<file path="config.mk">
export PLATFORM = sky130hd
export DESIGN_NAME = branch_predictor
export DESIGN_NICKNAME = d
export VERILOG_FILES = /design/src/rtl/branch_predictor.sv
export SDC_FILE = /design/constraint.sdc
export NUM_CORES = 2
export LEC_CHECK = 0
export ABC_AREA = 1
export BUFFER_PORTS_ARGS = -buffer_cell sky130_fd_sc_hd__buf_2
export CAP_MARGIN = 30
export CORE_ASPECT_RATIO = 1.75
export CORE_UTILIZATION = 45
export DETAILED_ROUTE_END_ITERATION = 7
export PLACE_DENSITY = 0.72
export SLEW_MARGIN = 20
export SYNTH_ARGS = -nofsm -noshare
export SYNTH_HDL_FRONTEND = slang
export SYNTH_SLANG_ARGS = --single-unit
export TNS_END_PERCENT = 100
</file>
<file path="constraint.sdc">
create_clock -name i_clk -period 5.1 [get_ports i_clk]
set_input_delay 0.255 -clock i_clk [delete_from_list [all_inputs] [get_ports i_clk]]
set_output_delay 0.255 -clock i_clk [all_outputs]
set_load 0.02 [all_outputs]
</file>
<file path="src/rtl/branch_predictor.sv">
// Direct-mapped BTB with 2-bit saturating counters and branch/mispredict statistics.
// Lookup is combinational on registered state; updates land on the rising edge.
module branch_predictor #(
    parameter int ENTRIES = 32,
    parameter int INDEX_W = $clog2(ENTRIES)
) (
    input  logic        i_clk,
    input  logic        i_reset,
    input  logic [31:0] i_pc_if,
    input  logic        i_update_en,
    input  logic [31:0] i_pc_ex,
    input  logic        i_taken_ex,
    input  logic [31:0] i_target_ex,
    input  logic        i_mispred_ex,
    output logic        o_pred_taken,
    output logic [31:0] o_pred_pc,
    output logic        o_btb_hit,
    output logic [31:0] o_branch_cnt,
    output logic [31:0] o_mispred_cnt
);
    localparam int TAG_W = 32 - INDEX_W - 2;

    logic             valid_arr  [ENTRIES];
    logic [TAG_W-1:0] tag_arr    [ENTRIES];
    logic [31:0]      target_arr [ENTRIES];
    logic [1:0]       ctr_arr    [ENTRIES];

    logic [INDEX_W-1:0] lk_idx;
    logic [TAG_W-1:0]   lk_tag;
    logic [INDEX_W-1:0] upd_idx;
    logic [TAG_W-1:0]   upd_tag;
    logic               upd_hit;
    logic [1:0]         upd_ctr;
    logic [1:0]         ctr_next;

    logic [31:0] branch_cnt_reg;
    logic [31:0] mispred_cnt_reg;

    assign lk_idx  = i_pc_if[INDEX_W+1:2];
    assign lk_tag  = i_pc_if[31:INDEX_W+2];
    assign upd_idx = i_pc_ex[INDEX_W+1:2];
    assign upd_tag = i_pc_ex[31:INDEX_W+2];

    assign o_btb_hit    = valid_arr[lk_idx] && (tag_arr[lk_idx] == lk_tag);
    assign o_pred_taken = o_btb_hit && ctr_arr[lk_idx][1];
    assign o_pred_pc    = o_pred_taken ? target_arr[lk_idx] : (i_pc_if + 32'd4);

    assign upd_hit = valid_arr[upd_idx] && (tag_arr[upd_idx] == upd_tag);
    assign upd_ctr = ctr_arr[upd_idx];

    // A miss only reaches an entry when taken, so the default is the allocation value.
    always_comb begin
        ctr_next = 2'b10;
        if (upd_hit) begin
            if (i_taken_ex)
                ctr_next = (upd_ctr == 2'b11) ? 2'b11 : upd_ctr + 2'd1;
            else
                ctr_next = (upd_ctr == 2'b00) ? 2'b00 : upd_ctr - 2'd1;
        end
    end

    genvar gi;
    generate
        for (gi = 0; gi < ENTRIES; gi++) begin : entry_g
            logic             valid_reg;
            logic [1:0]       ctr_reg;
            logic [TAG_W-1:0] tag_reg;
            logic [31:0]      target_reg;
            logic             wr_sel;

            assign wr_sel = i_update_en && (upd_idx == INDEX_W'(gi)) && (upd_hit || i_taken_ex);

            always_ff @(posedge i_clk or negedge i_reset) begin
                if (!i_reset) begin
                    valid_reg <= 1'b0;
                    ctr_reg   <= 2'b01;
                end else if (wr_sel) begin
                    valid_reg <= 1'b1;
                    ctr_reg   <= ctr_next;
                end
            end

            // Tag/target need no reset: they are only meaningful once valid is set.
            always_ff @(posedge i_clk) begin
                if (wr_sel && i_taken_ex) begin
                    tag_reg    <= upd_tag;
                    target_reg <= i_target_ex;
                end
            end

            assign valid_arr[gi]  = valid_reg;
            assign ctr_arr[gi]    = ctr_reg;
            assign tag_arr[gi]    = tag_reg;
            assign target_arr[gi] = target_reg;
        end
    endgenerate

    always_ff @(posedge i_clk or negedge i_reset) begin
        if (!i_reset) begin
            branch_cnt_reg  <= 32'd0;
            mispred_cnt_reg <= 32'd0;
        end else if (i_update_en) begin
            branch_cnt_reg <= branch_cnt_reg + 32'd1;
            if (i_mispred_ex)
                mispred_cnt_reg <= mispred_cnt_reg + 32'd1;
        end
    end

    assign o_branch_cnt  = branch_cnt_reg;
    assign o_mispred_cnt = mispred_cnt_reg;
endmodule

</file>
After elaboration in Yosys (flattened, before gate mapping)
Cells that the tools add are included.

Logic and storage cells: 302. Output and inout bits: 98. Register bits: 1984.

Muxes and demuxes: 26. Bitwise logic cells: 2. Reductions and logical operators: 103. Add/sub/neg operators: 5. Equality and inequality tests: 34. Order comparisons: 2.

Operators by type and width (number): $bmux 25 s5 (2); $bmux 32 s5 (1); $mux 25 (4); $logic_and 1x1->1 (99); $mux 32 (3); $eq 5x5->1 const B (16); $add 32x1->32 const B (2); $eq 25x25->1 (2); $eq 5x4->1 const B (8); $add 32x3->32 const B (1); $bmux 2 s5 (2); $eq 5x3->1 const B (4); $mux 2 (8); $ge 6x6->1 const B (2); $not 5->6 (2); $bmux 1 s5 (2); $eq 5x2->1 const B (2); $eq 5x1->1 const B (1); $logic_not 5->1 (1); $mux 1 (4); $add 2x1->2 const B (1); $eq 2x2->1 const B (1); $logic_not 2->1 (1); $reduce_and 2->1 (1); other kinds (2) (2).

Longest topological paths before layout
Depth after elaboration: 9. Depth in mapped cells: 26.

Worst setup path before layout
OpenSTA, ideal clock, no wires.

Path type: input to register. Start point: input i_pc_ex[6]. End point: register entry_g[23].tag_reg[0] (enable). Setup time: 0.542 ns. Data arrival time: 4.910 ns. Slack: -0.352 ns. Stages on the path: 4. Path through: clkbuf_1 > nand2_1 > clkbuf_1 > nor3_1.

Cells in the longest elaborated chain, start to end: 9. Elaborated cells on any way between the ends: 14. Classes of those cells: eq/ne: 2; mux: 6; bitwise: 1; reduce/logical: 5.

RTL lines: start: declaration (RTL line 11) `input logic [31:0] i_pc_ex,`; $not 5->6 (not written as such) (RTL line 48) `assign upd_hit = valid_arr[upd_idx] && (tag_arr[upd_idx] == upd_tag);`; $bmux 25 s5 (RTL line 48); $mux 25 (not written as such) (2 in series) (RTL line 48); $eq 25x25->1 (RTL line 48); $logic_and 1x1->1 (RTL line 48); $logic_or 1x1->1 (RTL line 71) `assign wr_sel = i_update_en && (upd_idx == INDEX_W'(gi)) && (upd_hit || i_taken_ex);`; $logic_and 1x1->1 * (RTL line 71); $logic_and 1x1->1 * (RTL line 85) `if (wr_sel && i_taken_ex) begin`; end signal: assignment (RTL line 86) `tag_reg <= upd_tag;`; end: declaration (RTL line 67) `logic [TAG_W-1:0] tag_reg;`.

Mark *: on every way between the ends. The rest lies on a longest branch, timed or not. The select of a mux whose other input is x is not followed. A chain may end at the register's enable or synchronous reset.

Final worst setup path
Start point: input i_pc_if[5]. End point: output o_pred_pc[5].

Cells in the longest elaborated chain, start to end: 8. Elaborated cells on any way between the ends: 18. Classes of those cells: add/sub: 1; eq/ne: 1; mux: 13; bitwise: 1; reduce/logical: 2.

RTL lines: start: declaration (RTL line 9) `input logic [31:0] i_pc_if,`; $not 5->6 (not written as such) (RTL line 44, 45, 46); $bmux 25 s5 (RTL line 44) `assign o_btb_hit = valid_arr[lk_idx] && (tag_arr[lk_idx] == lk_tag);`; $mux 25 (not written as such) (2 in series) (RTL line 44); $eq 25x25->1 (RTL line 44); $logic_and 1x1->1 (RTL line 44); $logic_and 1x1->1 (RTL line 45) `assign o_pred_taken = o_btb_hit && ctr_arr[lk_idx][1];`; $mux 32 * (RTL line 46) `assign o_pred_pc = o_pred_taken ? target_arr[lk_idx] : (i_pc_if + 32'd4);`; end: declaration (RTL line 16) `output logic [31:0] o_pred_pc,`.

Marked as above.

==> impl_metrics.py <==
metrics = {
    "outcome": {
        "status": "complete, but fails checks",
        "violations": "DRC",
    },
    "timing": {
        "report.final.setup_viol": 0,
        "slew_headroom_pct": 30.9,
        "period_share_pct": 92.0,
        "clock_skew_ps": 62.2,
        "rsz0062_at_grt": "no",
        "worstMarginPinSlew_ps": 1040,
        "drv_slew": 0,
        "finalCriticalPeriod_ps": 4690,
        "hold_viol": 0,
        "tns_ps": 0,
        "max_freq_mhz": 213,
    },
    "synthesis": {
        "synth_top_area_share_pct": 60.9,
        "syn-mean-instance-area_um2": 10.1,
        "ys_ff_latch": 1984,
        "synth_top_area_cell": "edfxtp_1",
        "synthesis.instances": 8930,
        "yosys_warnings": 0,
        "synthTopCellsByArea": "edfxtp_1 61%, nand2_1 9.7%, o21ai_0 5.5%",
        "ys_types": 49,
        "synth-seq-area-share_pct": 65.4,
        "synth_area_mm2": 0.0900,
        "syn_nets": 9034,
    },
    "worst_setup_path": {
        "worst-path-max-fanout": 52,
        "setup.worst_path.end_class": "primary output",
        "worstSetupPathType": "in2out",
        "worst_path_largest_cell_delay_ps": 490,
        "cp.buffers_inverters": 5,
        "crit_family": "simple AND/OR/NAND/NOR gates",
        "path_cells": "buf_2, inv_6, nor2_4, buf_12, a21oi_1, nand2_1, nand2_1, nand2_1, nand2_1, nor2_1, nand2_1, nor2_1, nand2_1, nor2_2, nand2_2, buf_12, o21ai_1, buf_2",
        "cp.arrival_ps": 4440,
        "reg2regPathDepth": 19,
        "cpMostUsedCell": "nand2_1",
        "crit_path_start_kind": "input port",
        "required_ps": 4850,
        "slowest_stage": "nand2_1",
        "path_depth": 18,
    },
    "placement": {
        "gp_congestion": 0.960,
        "dpl.hpwl_um": 184000,
        "portBuffers": 196,
        "dpl_cell_area_mm2": 0.0955,
    },
    "route": {
        "via_per_inst": 6.12,
        "wl_per_cell_um": 26.9,
        "drtIter0Drc": 9785,
        "drc": 3,
        "ant_nets": 0,
        "dr.pass1.iters": 8,
        "num_vias": 72300,
        "wl_um": 318000,
    },
    "clock_tree": {
        "path_clk_slew_ps": 60,
        "cts.root.buffer_cell": "clkbuf_16",
        "htreeDepth": 4,
        "cts_resized": 0,
        "cts_tree": "yes",
        "cts.sinks": 1984,
        "cts_buffer_depth": 4,
        "insertion_delay_ps": 870,
        "numCtsBuffers": 183,
    },
    "worst_hold_path": {
        "hp-class": "in2reg",
        "whs_path_depth": 2,
    },
    "grt": {
        "antenna_found_initial": 7,
        "grt_usage_pct": 30.8,
        "grtUsageMet2_pct": 49.2,
        "grt_pass1_wl_um": 456000,
        "grt_overflow": 0,
        "top_usage_layer": "met2",
        "use_met3_pct": 5.94,
        "use_met1_pct": 35.8,
        "grt_pass1_vias": 69400,
        "grt_max_degree": 177,
    },
    "die": {
        "fp.dieArea_mm2": 0.202,
        "core_area_mm2": 0.198,
        "initial_core_util_pct": 45.4,
        "dieWidth_um": 340,
        "rows": 216,
        "die_height_um": 594,
        "io_pins": 199,
    },
    "cells_and_area": {
        "final-seq-area_mm2": 0.0588,
        "largest_reg_flops": 1024,
        "finalInstanceArea_mm2": 0.102,
        "syn_to_final_growth_pct": 13.1,
        "final_nets": 9162,
        "multiInputGateArea_mm2": 0.0274,
        "drive_gt1_share_pct": 8.86,
        "num-fill-cells": 17100,
    },
    "pwr": {
        "peakVddDrop_mv": 0.291,
        "p_leak_nw": 37.9,
        "power_density_mw_per_mm2": 341,
    },
    "flow_run": {
        "cap_viol_max_count": 0,
    },
}
## logic make-up (layout without fill, tap and decap cells)
| group | after synthesis | in the layout | share of synthesized area, % |
|---|---|---|---|
| XOR/XNOR | 86 | 86 | 0.837 |
| AO/OA/AOI/OAI | 1784 | 1784 | 11.1 |
| buffers and inverters | 962 | 1226 | 4.53 |
| AND/OR/NAND/NOR | 4111 | 4111 | 18.2 |
| flip-flops | 1984 | 1984 | 65.4 |
| adder cells (fa/ha/maj) | 3 | 3 | 0.0417 |
| other | 0 | 5 | 0 |
## layout make-up
class / count / share of cell area [%]
antenna: 5 / 0.0123
clock buffer: 231 / 4.73
clock inverter: 90 / 0.750
inverter: 400 / 1.51
multi-input combinational: 5984 / 26.9
sequential: 1984 / 57.8
tap: 2616 / 3.22
timing repair buffer: 505 / 5.09
## power by group
part	leakage [nW]	internal, mW	switching (mW)
combinational	17.0	0.881	2.47
clock	2.71	7.27	6.04
sequential	18.2	17.9	0.124
## final timing paths
kind / startpoint / endpoint / slack (ps)
max in group asynchronous: i_reset / entry_g[14].ctr_reg[1] / 3940
max reg2reg: entry_g[16].tag_reg[2] / entry_g[15].tag_reg[9] / 830
min reg2reg: entry_g[29].ctr_reg[0] / entry_g[29].ctr_reg[0] / 460
min: i_pc_ex[10] / entry_g[17].tag_reg[3] / 30
max: i_pc_if[5] / o_pred_pc[5] / 410
min in group asynchronous: i_reset / entry_g[22].ctr_reg[0] / 110
## cell usage in the layout, fill, tap and decap left out, drive strengths merged, types with 25 or more instances in the layout
master       instances
a21oi              297
a221o               26
a22oi               35
a31oi               61
buf                445
clkbuf             231
clkinv              71
dfrtp              128
dfstp               32
dlygate4sd3         60
edfxtp            1824
inv                401
nand2             2341
nand3              442
nand4               45
nor2              1216
nor3                26
o211ai              90
o21ai             1020
o221ai              61
o22ai              184
xnor2               25
xor2                61
## synthesized netlist by cell type, drive strengths merged
master and count:
a211oi 1, dfrtp 128, nor4 10, clkinv 5
edfxtp 1824, a32o 1, nor3 26, nand3b 9
o221ai 61, a32oi 1, o21ai 1020, nand3 442
xnor2 25, clkbuf 270, o21ba 1, a221oi 3
a31oi 61, a21oi 297, or2 21, o21a 2
o22ai 184, ha 3, nand4 45, nor3b 1
nor2 1216, a221o 26, dfstp 32, o31ai 1
xor2 61, o211ai 90, a22oi 35, inv 395
buf 292, nand2 2341
## metrics by stage
step / hold WS [ps] / power, mW / setup WS (ps) / util (%) / instances
2_1_floorplan: -40.6 / 20.1 / 88.6 / - / 8930
3_3_place_gp: 450 / 21.5 / 341 / 48.1 / 11400
3_5_place_dp: 244 / 21.6 / 422 / 48.2 / 11400
4_1_cts: 11.6 / 34.6 / 728 / 51.3 / 11800
5_1_grt: 19.6 / 35.5 / 304 / 51.3 / 11800
6_report: 27.8 / 34.7 / 408 / 51.3 / 11800
## routing by layer
metal  share of wire, %  vias up  routed length [um]
li1                   -    31200                   -
met1                 33    34500              104000
met2                 46     5170              145000
met3                 12     1417               37200
met4                9.9        4               31500
met5             0.0072        -                  23
## repair_timing
action,CTS,global route
buffers inserted,0,0
hold buffers,61,0
endpoints found under the hold margin,1881,0
(Power assumes the default switching activity.)
